**config.mk**
```make
export PLATFORM = sky130hd
export DESIGN_NAME = pwd_lock_controller
export DESIGN_NICKNAME = d
export VERILOG_FILES = /design/src/rtl/pwd_pkg.sv /design/src/rtl/sec_countdown.sv /design/src/rtl/pwd_lock_controller.sv
export SDC_FILE = /design/constraint.sdc
export NUM_CORES = 1
export LEC_CHECK = 0
export ABC_CLOCK_PERIOD_IN_PS = 2500
export BUFFER_PORTS_ARGS = -buffer_cell sky130_fd_sc_hd__buf_2
export CORE_ASPECT_RATIO = 1.25
export CORE_MARGIN = 2
export CORE_UTILIZATION = 50
export DETAILED_ROUTE_END_ITERATION = 12
export PLACE_DENSITY_LB_ADDON = 0.3
export SLEW_MARGIN = 20
export SYNTH_ARGS = -nofsm -noshare
export SYNTH_HDL_FRONTEND = slang
export SYNTH_SLANG_ARGS = --single-unit
```
**constraint.sdc**
```tcl
create_clock -name clk -period 2.5 [get_ports clk]
set_clock_uncertainty 0.1 [all_clocks]
set_input_delay 0.125 -clock clk [delete_from_list [all_inputs] [get_ports clk]]
set_output_delay 0.125 -clock clk [all_outputs]
set_load 0.02 [all_outputs]
```
**src/rtl/pwd_pkg.sv**
```systemverilog
// Shared types, message codes and width helper for the password lock controller.
package pwd_pkg;

    typedef enum logic [2:0] {
        ST_IDLE     = 3'd0,
        ST_SET      = 3'd1,
        ST_UNLOCKED = 3'd2,
        ST_SHOW_MSG = 3'd3,
        ST_LOCKOUT  = 3'd4
    } state_e;

    localparam logic [2:0] MSG_NONE = 3'd0;
    localparam logic [2:0] MSG_PWD  = 3'd1;
    localparam logic [2:0] MSG_OK   = 3'd2;
    localparam logic [2:0] MSG_ERR  = 3'd3;
    localparam logic [2:0] MSG_TMO  = 3'd4;
    localparam logic [2:0] MSG_LOCK = 3'd5;
    localparam logic [2:0] MSG_FAIL = 3'd6;

    // Width of the shared seconds counter: enough to hold the largest preload.
    function automatic int cnt_w(input int a, input int b, input int c);
        int m;
        m = a;
        m = (b > m) ? b : m;
        m = (c > m) ? c : m;
        return $clog2(m + 1);
    endfunction

endpackage

```
**src/rtl/sec_countdown.sv**
```systemverilog
// Shared seconds countdown: load N, decrement on each tick while non-zero,
// flag expiry on a tick that finds the counter already at zero.
module sec_countdown #(
    parameter int CNT_W = 6
) (
    input  logic             clk,
    input  logic             reset_n,
    input  logic             tick_1s,
    input  logic             load,
    input  logic [CNT_W-1:0] load_val,
    output logic [CNT_W-1:0] count,
    output logic             expire
);

    localparam logic [CNT_W-1:0] CNT_ZERO = {CNT_W{1'b0}};
    localparam logic [CNT_W-1:0] CNT_ONE  = CNT_W'(1);

    logic [CNT_W-1:0] count_q;

    // Counter register: a load always wins over a tick in the same cycle.
    always_ff @(posedge clk or negedge reset_n) begin
        if (!reset_n) begin
            count_q <= CNT_ZERO;
        end else if (load) begin
            count_q <= load_val;
        end else if (tick_1s && (count_q != CNT_ZERO)) begin
            count_q <= count_q - CNT_ONE;
        end else begin
            count_q <= count_q;
        end
    end

    // Expiry is flagged in the tick cycle itself so the FSM reacts on that edge;
    // it does not look at load, which keeps the FSM->load->expire path acyclic.
    assign expire = tick_1s && (count_q == CNT_ZERO);
    assign count  = count_q;

endmodule

```
**src/rtl/pwd_lock_controller.sv**
```systemverilog
// Password set / verify / change controller with attempt limiting, timed
// lockout and inactivity relock. All outputs come straight from registers.
module pwd_lock_controller
    import pwd_pkg::*;
#(
    parameter int PWD_WIDTH               = 16,
    parameter int TIMEOUT_SECONDS         = 30,
    parameter int MESSAGE_DISPLAY_SECONDS = 2,
    parameter int MAX_ATTEMPTS            = 3,
    parameter int LOCKOUT_SECONDS         = 60
) (
    input  logic                                  clk,
    input  logic                                  reset_n,
    input  logic                                  tick_1s,
    input  logic                                  btn_enter_pulse,
    input  logic                                  btn_cancel_pulse,
    input  logic [PWD_WIDTH-1:0]                  sw,
    input  logic                                  has_pass,
    input  logic [PWD_WIDTH-1:0]                  stored_password,
    output logic                                  pwd_set_mode,
    output logic                                  unlocked,
    output logic                                  save_password,
    output logic [PWD_WIDTH-1:0]                  password_to_save,
    output logic [2:0]                            msg,
    output logic [$clog2(MAX_ATTEMPTS+1)-1:0]     attempts_left,
    output logic [cnt_w(TIMEOUT_SECONDS, LOCKOUT_SECONDS, MESSAGE_DISPLAY_SECONDS)-1:0] seconds_left
);

    localparam int CNT_W = cnt_w(TIMEOUT_SECONDS, LOCKOUT_SECONDS, MESSAGE_DISPLAY_SECONDS);
    localparam int ATT_W = $clog2(MAX_ATTEMPTS + 1);

    localparam logic [CNT_W-1:0]     LD_ZERO = {CNT_W{1'b0}};
    localparam logic [CNT_W-1:0]     LD_TMO  = CNT_W'(TIMEOUT_SECONDS);
    localparam logic [CNT_W-1:0]     LD_MSG  = CNT_W'(MESSAGE_DISPLAY_SECONDS);
    localparam logic [CNT_W-1:0]     LD_LOCK = CNT_W'(LOCKOUT_SECONDS);
    localparam logic [ATT_W-1:0]     ATT_MAX = ATT_W'(MAX_ATTEMPTS);
    localparam logic [ATT_W-1:0]     ATT_ONE = ATT_W'(1);
    localparam logic [ATT_W-1:0]     ATT_ZERO = {ATT_W{1'b0}};
    localparam logic [PWD_WIDTH-1:0] PWD_ZERO = {PWD_WIDTH{1'b0}};

    state_e               state_q, state_d;
    state_e               ret_q, ret_d;
    logic [ATT_W-1:0]     att_q, att_d;
    logic [2:0]           msg_q, msg_d;
    logic                 save_q, save_d;
    logic [PWD_WIDTH-1:0] pts_q, pts_d;
    logic                 set_mode_q, unlocked_q;
    logic                 load_s;
    logic [CNT_W-1:0]     load_val_s;
    logic [CNT_W-1:0]     count_s;
    logic                 expire_s;

    sec_countdown #(.CNT_W(CNT_W)) u_timer (
        .clk      (clk),
        .reset_n  (reset_n),
        .tick_1s  (tick_1s),
        .load     (load_s),
        .load_val (load_val_s),
        .count    (count_s),
        .expire   (expire_s)
    );

    // Next-state decode: cancel beats enter, and any button beats timer expiry.
    // Every transition that starts a timed phase requests a counter load here.
    always_comb begin
        state_d    = state_q;
        ret_d      = ret_q;
        att_d      = att_q;
        msg_d      = msg_q;
        save_d     = 1'b0;
        pts_d      = pts_q;
        load_s     = 1'b0;
        load_val_s = LD_ZERO;
        case (state_q)
            ST_IDLE: begin
                msg_d = MSG_NONE;
                if (btn_cancel_pulse) begin
                    state_d = ST_IDLE;
                end else if (btn_enter_pulse) begin
                    load_s = 1'b1;
                    if (!has_pass) begin
                        state_d    = ST_SET;
                        msg_d      = MSG_PWD;
                        load_val_s = LD_TMO;
                    end else if (sw == stored_password) begin
                        att_d      = ATT_MAX;
                        state_d    = ST_SHOW_MSG;
                        ret_d      = ST_UNLOCKED;
                        msg_d      = MSG_OK;
                        load_val_s = LD_MSG;
                    end else if (att_q <= ATT_ONE) begin
                        att_d      = ATT_ZERO;
                        state_d    = ST_LOCKOUT;
                        msg_d      = MSG_LOCK;
                        load_val_s = LD_LOCK;
                    end else begin
                        att_d      = att_q - ATT_ONE;
                        state_d    = ST_SHOW_MSG;
                        ret_d      = ST_IDLE;
                        msg_d      = MSG_FAIL;
                        load_val_s = LD_MSG;
                    end
                end else begin
                    state_d = ST_IDLE;
                end
            end
            ST_SET: begin
                msg_d = MSG_PWD;
                if (btn_cancel_pulse) begin
                    state_d = ST_IDLE;
                    msg_d   = MSG_NONE;
                    load_s  = 1'b1;
                end else if (btn_enter_pulse || expire_s) begin
                    state_d    = ST_SHOW_MSG;
                    ret_d      = ST_IDLE;
                    load_s     = 1'b1;
                    load_val_s = LD_MSG;
                    if (!btn_enter_pulse) begin
                        msg_d = MSG_TMO;
                    end else if (sw != PWD_ZERO) begin
                        save_d = 1'b1;
                        pts_d  = sw;
                        msg_d  = MSG_OK;
                    end else begin
                        msg_d = MSG_ERR;
                    end
                end else begin
                    state_d = ST_SET;
                end
            end
            ST_UNLOCKED: begin
                msg_d = MSG_NONE;
                if (btn_cancel_pulse) begin
                    state_d = ST_IDLE;
                    load_s  = 1'b1;
                end else if (btn_enter_pulse) begin
                    state_d    = ST_SET;
                    msg_d      = MSG_PWD;
                    load_s     = 1'b1;
                    load_val_s = LD_TMO;
                end else if (expire_s) begin
                    state_d    = ST_SHOW_MSG;
                    ret_d      = ST_IDLE;
                    msg_d      = MSG_TMO;
                    load_s     = 1'b1;
                    load_val_s = LD_MSG;
                end else begin
                    state_d = ST_UNLOCKED;
                end
            end
            ST_SHOW_MSG: begin
                if (expire_s) begin
                    load_s = 1'b1;
                    msg_d  = MSG_NONE;
                    case (ret_q)
                        ST_UNLOCKED: begin
                            state_d    = ST_UNLOCKED;
                            load_val_s = LD_TMO;
                        end
                        ST_SET: begin
                            state_d    = ST_SET;
                            msg_d      = MSG_PWD;
                            load_val_s = LD_TMO;
                        end
                        default: begin
                            state_d = ST_IDLE;
                        end
                    endcase
                end else begin
                    state_d = ST_SHOW_MSG;
                end
            end
            ST_LOCKOUT: begin
                msg_d = MSG_LOCK;
                if (expire_s) begin
                    att_d   = ATT_MAX;
                    state_d = ST_IDLE;
                    msg_d   = MSG_NONE;
                    load_s  = 1'b1;
                end else begin
                    state_d = ST_LOCKOUT;
                end
            end
            default: begin
                state_d = ST_IDLE;
                ret_d   = ST_IDLE;
                msg_d   = MSG_NONE;
                load_s  = 1'b1;
            end
        endcase
    end

    // FSM and output registers; mode flags are decoded from the next state so
    // they change on the same edge as the transition.
    always_ff @(posedge clk or negedge reset_n) begin
        if (!reset_n) begin
            state_q    <= ST_IDLE;
            ret_q      <= ST_IDLE;
            att_q      <= ATT_MAX;
            msg_q      <= MSG_NONE;
            save_q     <= 1'b0;
            pts_q      <= PWD_ZERO;
            set_mode_q <= 1'b0;
            unlocked_q <= 1'b0;
        end else begin
            state_q    <= state_d;
            ret_q      <= ret_d;
            att_q      <= att_d;
            msg_q      <= msg_d;
            save_q     <= save_d;
            pts_q      <= pts_d;
            set_mode_q <= (state_d == ST_SET);
            unlocked_q <= (state_d == ST_UNLOCKED);
        end
    end

    assign pwd_set_mode     = set_mode_q;
    assign unlocked         = unlocked_q;
    assign save_password    = save_q;
    assign password_to_save = pts_q;
    assign msg              = msg_q;
    assign attempts_left    = att_q;
    assign seconds_left     = count_s;

endmodule

```
==> results of run 1 <==
[cells in the final DEF (no fill, tap or decap), drive strengths merged, types with 2 or more instances in the layout]
master  netlist  routed
a21oi         8       8
a31oi         4       4
a32oi         2       2
and4          2       2
buf           2      71
clkbuf        5       8
dfrtp        32      32
dfstp         2       2
ha            2       2
inv           8       8
mux2         17      17
nand2         9       9
nand3         9       9
nand4         6       6
nor2         11      11
nor3          5       5
nor4          7       7
o21a          2       2
o21ai        14      14
o21bai        2       2
o22a          5       5
o31ai         3       3
o32ai         2       2
or2           5       5
xnor2        18      18
[state kept, by name, summed over array words and instances (netlist names), 2 cells and up]
signal,flops
attempts_left,2
msg,3
password_to_save,16
state_q,3
u_timer.count,6
[cell type report]
cell class | count | share of cell area, %
Inverter | 8 | 1.19
Tap cell | 54 | 2.67
Clock buffer | 8 | 4.36
Multi-Input combinational cell | 148 | 43.2
Sequential cell | 34 | 33.8
Timing Repair Buffer | 72 | 14.9
[through the flow]
stage | instance area, um^2 | power [W]
3_5_place_dp | 2410 | 0.00248
3_3_place_gp | 2410 | 0.00246
2_1_floorplan | 2010 | 0.00202
6_report | 2530 | 0.00296
4_1_cts | 2530 | 0.00297
5_1_grt | 2530 | 0.00318
[cells by family after synthesis]
logic type | Yosys count
AND/OR/NAND/NOR | 60
AO/OA/AOI/OAI | 50
flip-flops | 34
XOR/XNOR | 19
multiplexers | 17
buffers and inverters | 15
adder cells (fa/ha/maj) | 2
[Yosys cell counts (all sizes together)]
cell type,count,share of area (%)
nor2,11,2.2
nor4b,1,0.44
ha,2,1.2
or2,5,1.6
o211a,1,0.50
xnor2,18,7.8
and4,2,0.87
a32oi,2,0.87
nand3,9,2.2
a21o,1,0.37
a31o,1,0.44
dfstp,2,2.6
a21boi,1,0.37
nand4,6,1.9
o31ai,3,1.4
a311o,1,0.50
o22a,5,2.2
or3,1,0.56
a22oi,1,1.1
o21a,2,1.1
clkbuf,5,0.93
o31a,1,0.50
o21bai,2,0.75
mux2,17,9.5
a21oi,8,2.2
nor4,7,2.5
nor3b,1,0.37
or4,1,0.37
xor2,1,0.44
dfrtp,32,40
nand2,9,1.7
inv,8,1.5
o21ai,14,3.5
a31oi,4,1.2
o32ai,2,0.87
o32a,1,0.50
nand3b,1,0.37
nand2b,1,0.68
nor3,5,1.2
buf,2,0.81
[critical path, stage by stage (launching register included)]
cell,delay [ps]
dfrtp_1,410
inv_1,90
ha_1,210
nand3b_1,150
or2_1,330
nand3_1,210
o21a_4,200
or2_2,310
o32a_1,170
[routing by layer]
metal	part of all wire, %	track usage [%]	vias up
met5	0	0	-
met2	49	38.8	103
met3	8.4	5.84	4
li1	-	-	880
met4	0.97	8.45	0
met1	41	31.2	853
[power breakdown]
group	switching (W)	leakage, nW	internal, W
Combinational	0.000861	0.699	0.000629
Sequential	0.000190	0.423	0.000803
Clock	0.000197	0.0575	0.000278
[final timing paths]
kind,depth (start not counted),slack (ps),to,from
setup / recovery,8,210,u_timer.count[1]$_DFFE_PN0P_,u_timer.count[0]$_DFFE_PN0P_
min in group asynchronous,2,340,u_timer.count[1]$_DFFE_PN0P_,reset_n
hold / removal,2,20,password_to_save[3]$_DFFE_PN0P_,sw[3]
setup reg to reg,8,210,u_timer.count[1]$_DFFE_PN0P_,u_timer.count[0]$_DFFE_PN0P_
hold reg to reg,1,400,password_to_save[1]$_DFFE_PN0P_,password_to_save[1]$_DFFE_PN0P_
max in group asynchronous,2,1470,msg[2]$_DFFE_PN0P_,reset_n
==> metrics.md, run 1 <==
| Metric | Value |
|---|---|
| Status | complete, no violations |
| Post-synthesis xor/xnor area fraction | 8.28% |
| Area of the multi-input gates | between 0.001 and 0.0015 mm^2 |
| CTS resizes | 0 |
| Area grow syn2layout | 25.8% |
| Maxcap violations | 0 |
| P_leak | roughly 1.2 nW |
| Total global routing overflow | 0 |
| Yosys reg bits | 34 |
| Final core occ | 66.2% |
| Clk root buf | clkbuf_8 |
| Wire per inst | about 15 um |
| Min Hold Slack | ~15 ps |
| First-pass GRT wire length | around 8 mm |
| Max IR drop VDD | ~0.65 mV |
| P per Cell Area | about 1200 mW/mm^2 |
| Setup crit start kind | register |
| Compound-gate portion of the synthesized area | 18.3% |
| Synth Cell Area | approximately 0.0020 mm^2 |
| Post-synthesis adder-cell area fraction | under 10% |
| Largest family of logic cells by synthesized area | compound AO/OA/AOI/OAI gates |
| Setup TNS | 0 ps |
| Pin count of the biggest net entering global routing | 35 |
| Vias | between 1500 and 2000 |
| Setup violators final | 0 |
| Layout cell share with drive strength beyond 1 | 40.4% |
| Drt via density | approximately 5.7 |
| Die Ht | approximately 75 um |
| RSZ-0062 raised after global routing | false |
| Cell Rows | 25 |
| Mapped Cells | approximately 200 |
| Fin crit share | 91.5% |
| Fmax | about 0.44 GHz |
| Fill count | 319 |
| Final Instance Count excl. Fillers | approximately 320 |
| Hold crit path type | in -> reg |
| IO Count | 68 |
| Post-detailed-route DRC marker count | 0 |
| Mux cell area share after synthesis | under 10% |
| Buffers on Ports | 67 |
| Routability cong. | approximately 0.96 |
| Register area | about 850 um^2 |
| Clk_lat worst skew | ~280 ps |
| H-tree Lvls | 2 |
| CP Capture Type | register |
| Final hold vios | 0 |
| TritonCTS Buffers | 5 |
| Placed Cells | approximately 320 |
| Synthesized area per cell | approximately 10 um^2 |
| Diode count | 0 |
| Final Net Count | slightly above 300 |
| DR pass1 iterations | 4 |
| GR Util All Layers | between 20% and 30% |
| Worst slack, placed | ~240 ps |
| CP Class | reg -> reg |
| Fin worst setup slack | around 210 ps |
| Simple logic cell fraction of the synthesized area | 16.9% |
| DP HPWL | about 3.7 mm |
| Vias in the first global route | roughly 1800 |
| Routed WL | approximately 4.9 mm |
| Die Wd | between 60 and 70 um |
| CTS Hold Bufs | 1 |
| Slew Viols, Final | 0 |
| Post-synthesis cell type count | 49 |
| Initial DRC Count | between 200 and 250 |
| CP Data Required Time | around 2600 ps |
| Number of setup buffers added after CTS | 0 |
| Worst Tran Pin Value | ~750 ps |
| Worst slew margin | around 50% |
| YS warnings | 0 |
| Data arrival, critical path | between 2000 and 2500 ps |
| Time the worst path needs with I/O delays and setup | 2290 ps |
| Initial Utilization | approximately 53% |
| Syn nets | around 240 |
| Initial antenna violation count | 0 |
| Die ar. | around 0.0045 mm^2 |
| Reg clk slew, reported paths | ~70 ps |
| CTS tree | built |
| Crit Path Max Fanout | 8 |
| Antenna Nets Post-Route | 0 |
| Core box area | 0.00382 mm^2 |
| CTS Buffer Depth | 2 |
| Sequential fraction of the synthesis area | between 40% and 50% |
| CTS sink cnt | 34 |
Note: power is estimated with default switching activity, not from simulation.
==> run 2: changes to the inputs <==
SYNTH_HIERARCHICAL = 1   (was unset)
==> metrics.md, run 2 <==
| Metric | Value |
|---|---|
| Status | complete, no violations |
| Layout cell share with drive strength beyond 1 | between 30% and 40% |
| First-pass GRT wire length | between 7 and 8 mm |
| FFs w/ async S/R, synth | 100% |
| Buffers on Ports | 67 |
| Setup TNS | 0 ps |
| CTS tree | built |
| CP Class | reg -> reg |
| Initial DRC Count | 77 |
| IO Count | 68 |
| Vias in the first global route | about 1700 |
| Vias | between 1500 and 2000 |
| Diode count | 0 |
| YS warnings | 6 |
| Wire per inst | 14.5 um |
| Die Wd | between 60 and 70 um |
| Commonest non-fill, non-tap cells in the layout | 67 x buf_2, 30 x dfrtp_1, 16 x xnor2_1, 13 x nor2_1 |
| Fin crit share | between 90 and 100% |
| Worst path cell trace | inv_1 > ha_1 > nand2b_1 > nor2_1 > and2_1 > nand3b_1 > o21a_2 > or4_1 > o211ai_1 |
| Ys flop type | dfrtp_1 |
| Highest-delay cell along the critical path | or4_1 |
| Leading area contributor after synthesis | dfrtp_1 |
| Crit-path max cell delay | roughly 520 ps |
| Synth top area share | 39.0% |
| Die Ht | roughly 76 um |
| Largest cells by area after synthesis | dfrtp_1 39%, xnor2_1 6.8%, mux2_4 5.9% |
| Fmax | ~0.43 GHz |
| Total global routing overflow | 0 |
| Initial Utilization | 51.3% |
| TritonCTS Buffers | 5 |
| Worst Tran Pin Value | 754 ps |
| Mapped Cells | between 200 and 250 |
| Time the worst path needs with I/O delays and setup | 2320 ps |
| EDFF count, synth | 0 |
| Reg2reg path depth | 9 |
| DR pass1 iterations | 4 |
| Crit Path Max Fanout | 9 |
| Clk_lat worst skew | between 200 and 300 ps |
| CTS sink cnt | 34 |
| Data arrival, critical path | between 2000 and 2500 ps |
| DP HPWL | between 3 and 4 mm |
| Routed WL | between 4 and 5 mm |
| CP Data Required Time | approximately 2600 ps |
| Most instantiated cells after synthesis | 32 x dfrtp_1, 16 x xnor2_1, 13 x nor2_1 |
| Final hold vios | 0 |
| Reg clk slew, reported paths | 70 ps |
| CTS Buffer Depth | 2 |
| Register area | about 860 um^2 |
| P per Cell Area | between 1000 and 1500 mW/mm^2 |
| Final Net Count | between 300 and 400 |
| RSZ-0062 raised after global routing | false |
| Core box area | 0.00400 mm^2 |
| Area grow syn2layout | 25.9% |
| Pin count of the biggest net entering global routing | 35 |
| Clk root buf | clkbuf_8 |
| Worst slew margin | a little under 50% |
| FF-to-FF Start | u_timer/count[1]$_DFFE_PN0P_ |
| Fill count | about 350 |
| Synthesized area per cell | slightly above 10 um^2 |
| Maxcap violations | 0 |
| H-tree Lvls | 2 |
| Slew Viols, Final | 0 |
| CP Capture Type | register |
| Max IR drop VDD | roughly 0.55 mV |
| Cell area after placement | between 0.002 and 0.0025 mm^2 |
| Initial antenna violation count | 0 |
| Number of setup buffers added after CTS | 0 |
| Drt via density | 5.48 |
| End point of the critical path | u_timer/count[3]$_DFFE_PN0P_ |
| Yosys reg bits | 34 |
| Syn nets | 244 |
| GR Util All Layers | 21.8% |
| Area of the multi-input gates | 0.00112 mm^2 |
| Most common cell after layout, fill and taps aside | buf_2 |
| Sequential fraction of the synthesis area | between 40% and 50% |
| Synth Cell Area | ~0.0021 mm^2 |
| Die ar. | between 0.004 and 0.005 mm^2 |
| R2R Path End | u_timer/count[3]$_DFFE_PN0P_ |
| Setup crit start kind | register |
| Largest register FFs | 16 |
| Most numerous cell in the Yosys netlist | dfrtp_1 |
| Post-synthesis cell type count | between 50 and 60 |
| Post-detailed-route DRC marker count | 0 |
| Antenna Nets Post-Route | 0 |
| Routability cong. | around 0.85 |
| P_leak | between 1 and 1.5 nW |
| Critical Path Start | u_timer/count[1]$_DFFE_PN0P_ |
| Hold crit path type | in -> reg |
| Setup violators final | 0 |
| Flop2flop setup slack | roughly 180 ps |
| Design area | between 0.002 and 0.003 mm^2 |
| Cell Rows | 26 |
[run 2: critical path: cells and delay by family (launching register included)]
kind            cells  cell delay, ps
fa+ha+maj           1             200
simple gates        5            1100
flops               1             390
buf+inv             1              70
compound gates      2             380
[run 2: worst min-delay path by stage]
stage                  from                               end  slack (ps)  cells after the start
floorplan           reset_n                msg[0]$_DFFE_PN0P_        -270                      0
global placement    reset_n   password_to_save[2]$_DFFE_PN0P_         130                      1
detailed placement  reset_n           save_password$_DFF_PN0_         140                      1
CTS                   sw[9]   password_to_save[9]$_DFFE_PN0P_          10                      2
global route         sw[10]  password_to_save[10]$_DFFE_PN0P_          20                      2
finish                sw[9]   password_to_save[9]$_DFFE_PN0P_          20                      2
[run 2: report_power, final]
part	internal, W	total, W	switching, W
clock	0.000222	0.000422	0.000199
combinational	0.000624	0.00144	0.000820
sequential	0.000804	0.000985	0.000181
total	0.00165	0.00285	0.00120
[run 2: logic make-up (layout without fill, tap and decap cells)]
logic type	Yosys count	count (layout)	share of synthesized area (%)
simple gates	74	74	21.7
buf+inv	17	93	3.66
xor+xnor	16	16	6.83
mux	15	15	9.70
fa+ha+maj	2	2	1.22
other cells	1	1	0.183
flops	34	34	41.6
compound gates	45	45	15.1
[run 2: metal layers]
layer,vias to the layer above,share of wire (%),track usage [%]
met5,-,0,0
met4,0,1.8,8.45
met3,8,6.3,4.24
met2,68,50,38.1
met1,872,42,26.2
li1,894,-,-
[run 2: layout make-up]
cell class	count	share of cell area (%)
Multi-Input combinational cell	153	43.5
Sequential cell	34	33.1
Timing Repair Buffer	76	15.8
Clock buffer	7	3.34
Tap cell	56	2.71
Inverter	9	1.31
Clock inverter	1	0.194
[run 2: what timing repair did]
| item | 4_1_cts | 5_1_grt |
|---|---|---|
| gates resized for setup | 0 | 1 |
| hold buffers | 2 | 0 |
| endpoints found under the setup margin | 0 | 2 |
| hold endpoints to repair | 33 | 0 |
[run 2: through the flow]
step                      total power (W)  hold WS [ps]  cells  setup slack (ps)  utilization [%]
after detailed placement          0.00243           141    326               156             61.7
after global routing              0.00306          23.4    336              5.69             64.5
final                             0.00285          15.1    336               179             64.5
after global placement            0.00240           132    326               246             61.7
after CTS                         0.00286          10.6    336               137             64.5
after floorplan                   0.00195          -271    204              3.95                -
==> run 3: changes to the inputs <==
SETUP_SLACK_MARGIN = 0.2   (was unset)
==> metrics.md, run 3 (synthesized netlist as in run 2, its figures left out) <==
| Metric | Value |
|---|---|
| Fin crit share | roughly 89% |
| DR pass1 iterations | 4 |
| Reg clk slew, reported paths | 70 ps |
| First-pass GRT wire length | roughly 8 mm |
| Clk_lat worst skew | 280 ps |
| Antenna Nets Post-Route | 0 |
| Metal2 WL | between 2 and 3 mm |
| Register area | approximately 860 um^2 |
| Worst Tran Pin Value | 737 ps |
| CP top delay family | simple AND/OR/NAND/NOR gates |
| CTS Buffer Depth | 2 |
| Post-detailed-route DRC marker count | 0 |
| P per Cell Area | 1120 mW/mm^2 |
| TritonCTS Buffers | 5 |
| Fill count | between 300 and 400 |
| Slew Viols, Final | 0 |
| Setup TNS | 0 ps |
| Total global routing overflow | 0 |
| Core box area | about 0.004 mm^2 |
| CP Capture Type | register |
| Area grow syn2layout | 27.3% |
| Met3 Wirelength | between 200 and 250 um |
| Die Ht | ~76 um |
| Commonest non-fill, non-tap cells in the layout | 67 x buf_2, 27 x dfrtp_1, 16 x xnor2_1, 11 x o21ai_0, 11 x nand2_1 |
| Time the worst path needs with I/O delays and setup | around 2200 ps |
| IO Count | 68 |
| Final Net Count | between 300 and 400 |
| CTS tree | built |
| GR Util All Layers | around 23% |
| Most common cell after layout, fill and taps aside | buf_2 |
| Drt via density | about 5.6 |
| Maxcap violations | 0 |
| Setup crit start kind | register |
| Layout cell share with drive strength beyond 1 | between 40 and 50% |
| Vias in the first global route | ~1700 |
| Crit-path max cell delay | 410 ps |
| RSZ-0062 raised after global routing | true |
| Diode count | 0 |
| Final hold vios | 0 |
| Fin worst setup slack | between 200 and 300 ps |
| CP Data Required Time | around 2600 ps |
| Final core occ | between 60% and 70% |
| Max IR drop VDD | between 0.5 and 0.6 mV |
| Routability cong. | between 0.8 and 0.9 |
| Status | complete, no violations |
| WP buf/inv | 2 |
| Hold crit path type | in -> reg |
| Wire per inst | 15.0 um |
| Largest register FFs | 16 |
| Worst path cell trace | inv_2 > ha_4 > nand2b_4 > nor2_2 > and2_4 > nand3b_1 > o21a_2 > buf_4 > or4_1 > o211ai_1 |
| Data arrival, critical path | between 2000 and 2500 ps |
| Initial DRC Count | 63 |
| Setup violators final | 0 |
| Worst slew margin | roughly half |
| Met1 WL | roughly 2.1 mm |
| H-tree Lvls | 2 |
| Cell Rows | 26 |
| CP Class | reg -> reg |
| Initial Utilization | 51.3% |
| DP HPWL | approximately 3.8 mm |
| DR top layer | met4 |
| P_leak | around 1.2 nW |
| Highest-delay cell along the critical path | dfrtp_2 |
| Die Wd | a little over 60 um |
| Crit Path Max Fanout | 12 |
| Pin count of the biggest net entering global routing | 35 |
| Die ar. | roughly 0.0046 mm^2 |
| Initial antenna violation count | 0 |
| CTS sink cnt | 34 |
| Clk root buf | clkbuf_8 |
| Vias | roughly 1900 |
| Fmax | between 0.4 and 0.5 GHz |
| Routed WL | 5.02 mm |
| Area of the multi-input gates | 0.00115 mm^2 |
| Buffers on Ports | 67 |
| Worst slack, placed | ~250 ps |
| Min Hold Slack | between 10 and 15 ps |
run 3: repair_timing:
item	CTS	global route
endpoints found under the hold margin	32	0
endpoints found under the setup margin	0	6
setup buffers	0	2
gates resized for setup	0	3
hold buffers	1	0
run 3: metrics by stage:
step	power (W)	cells	instance area (um^2)
6_report	0.00293	335	2610
5_1_grt	0.00313	335	2610
4_1_cts	0.00291	333	2590
3_5_place_dp	0.00247	324	2480
3_3_place_gp	0.00244	324	2480
2_1_floorplan	0.00201	204	2100
run 3: path summary, 6_finish.rpt:
path                                               from                                to  slack (ps)  cells past startpoint
hold reg to reg            attempts_left[0]$_DFFE_PN1P_      attempts_left[0]$_DFFE_PN1P_         380                      2
hold / removal                                   sw[12]  password_to_save[12]$_DFFE_PN0P_          10                      2
max in group asynchronous                       reset_n      u_timer/count[2]$_DFFE_PN0P_        1450                      2
setup / recovery           u_timer/count[1]$_DFFE_PN0P_      u_timer/count[3]$_DFFE_PN0P_         270                     10
setup reg to reg           u_timer/count[1]$_DFFE_PN0P_      u_timer/count[3]$_DFFE_PN0P_         270                     10
min in group asynchronous                       reset_n           save_password$_DFF_PN0_         340                      2
run 3: power by group:
part	switching [W]	total (W)	internal, W
Sequential	0.000204	0.00101	0.000808
Combinational	0.000834	0.00150	0.000661
Clock	0.000204	0.000426	0.000221
Total	0.00124	0.00293	0.00169
run 3: cell type report:
| class | instances | area share, % |
|---|---|---|
| Timing Repair Buffer | 75 | 15.2 |
| Multi-Input combinational cell | 153 | 44.2 |
| Tap cell | 56 | 2.68 |
| Clock buffer | 6 | 3.16 |
| Sequential cell | 34 | 32.9 |
| Inverter | 9 | 1.29 |
| Clock inverter | 2 | 0.479 |
run 3: per-layer routing:
metal	GRT usage, %	up-vias
met4	9.18	0
met5	0	-
li1	-	892
met1	28.4	913
met2	38.1	57
met3	6.11	10
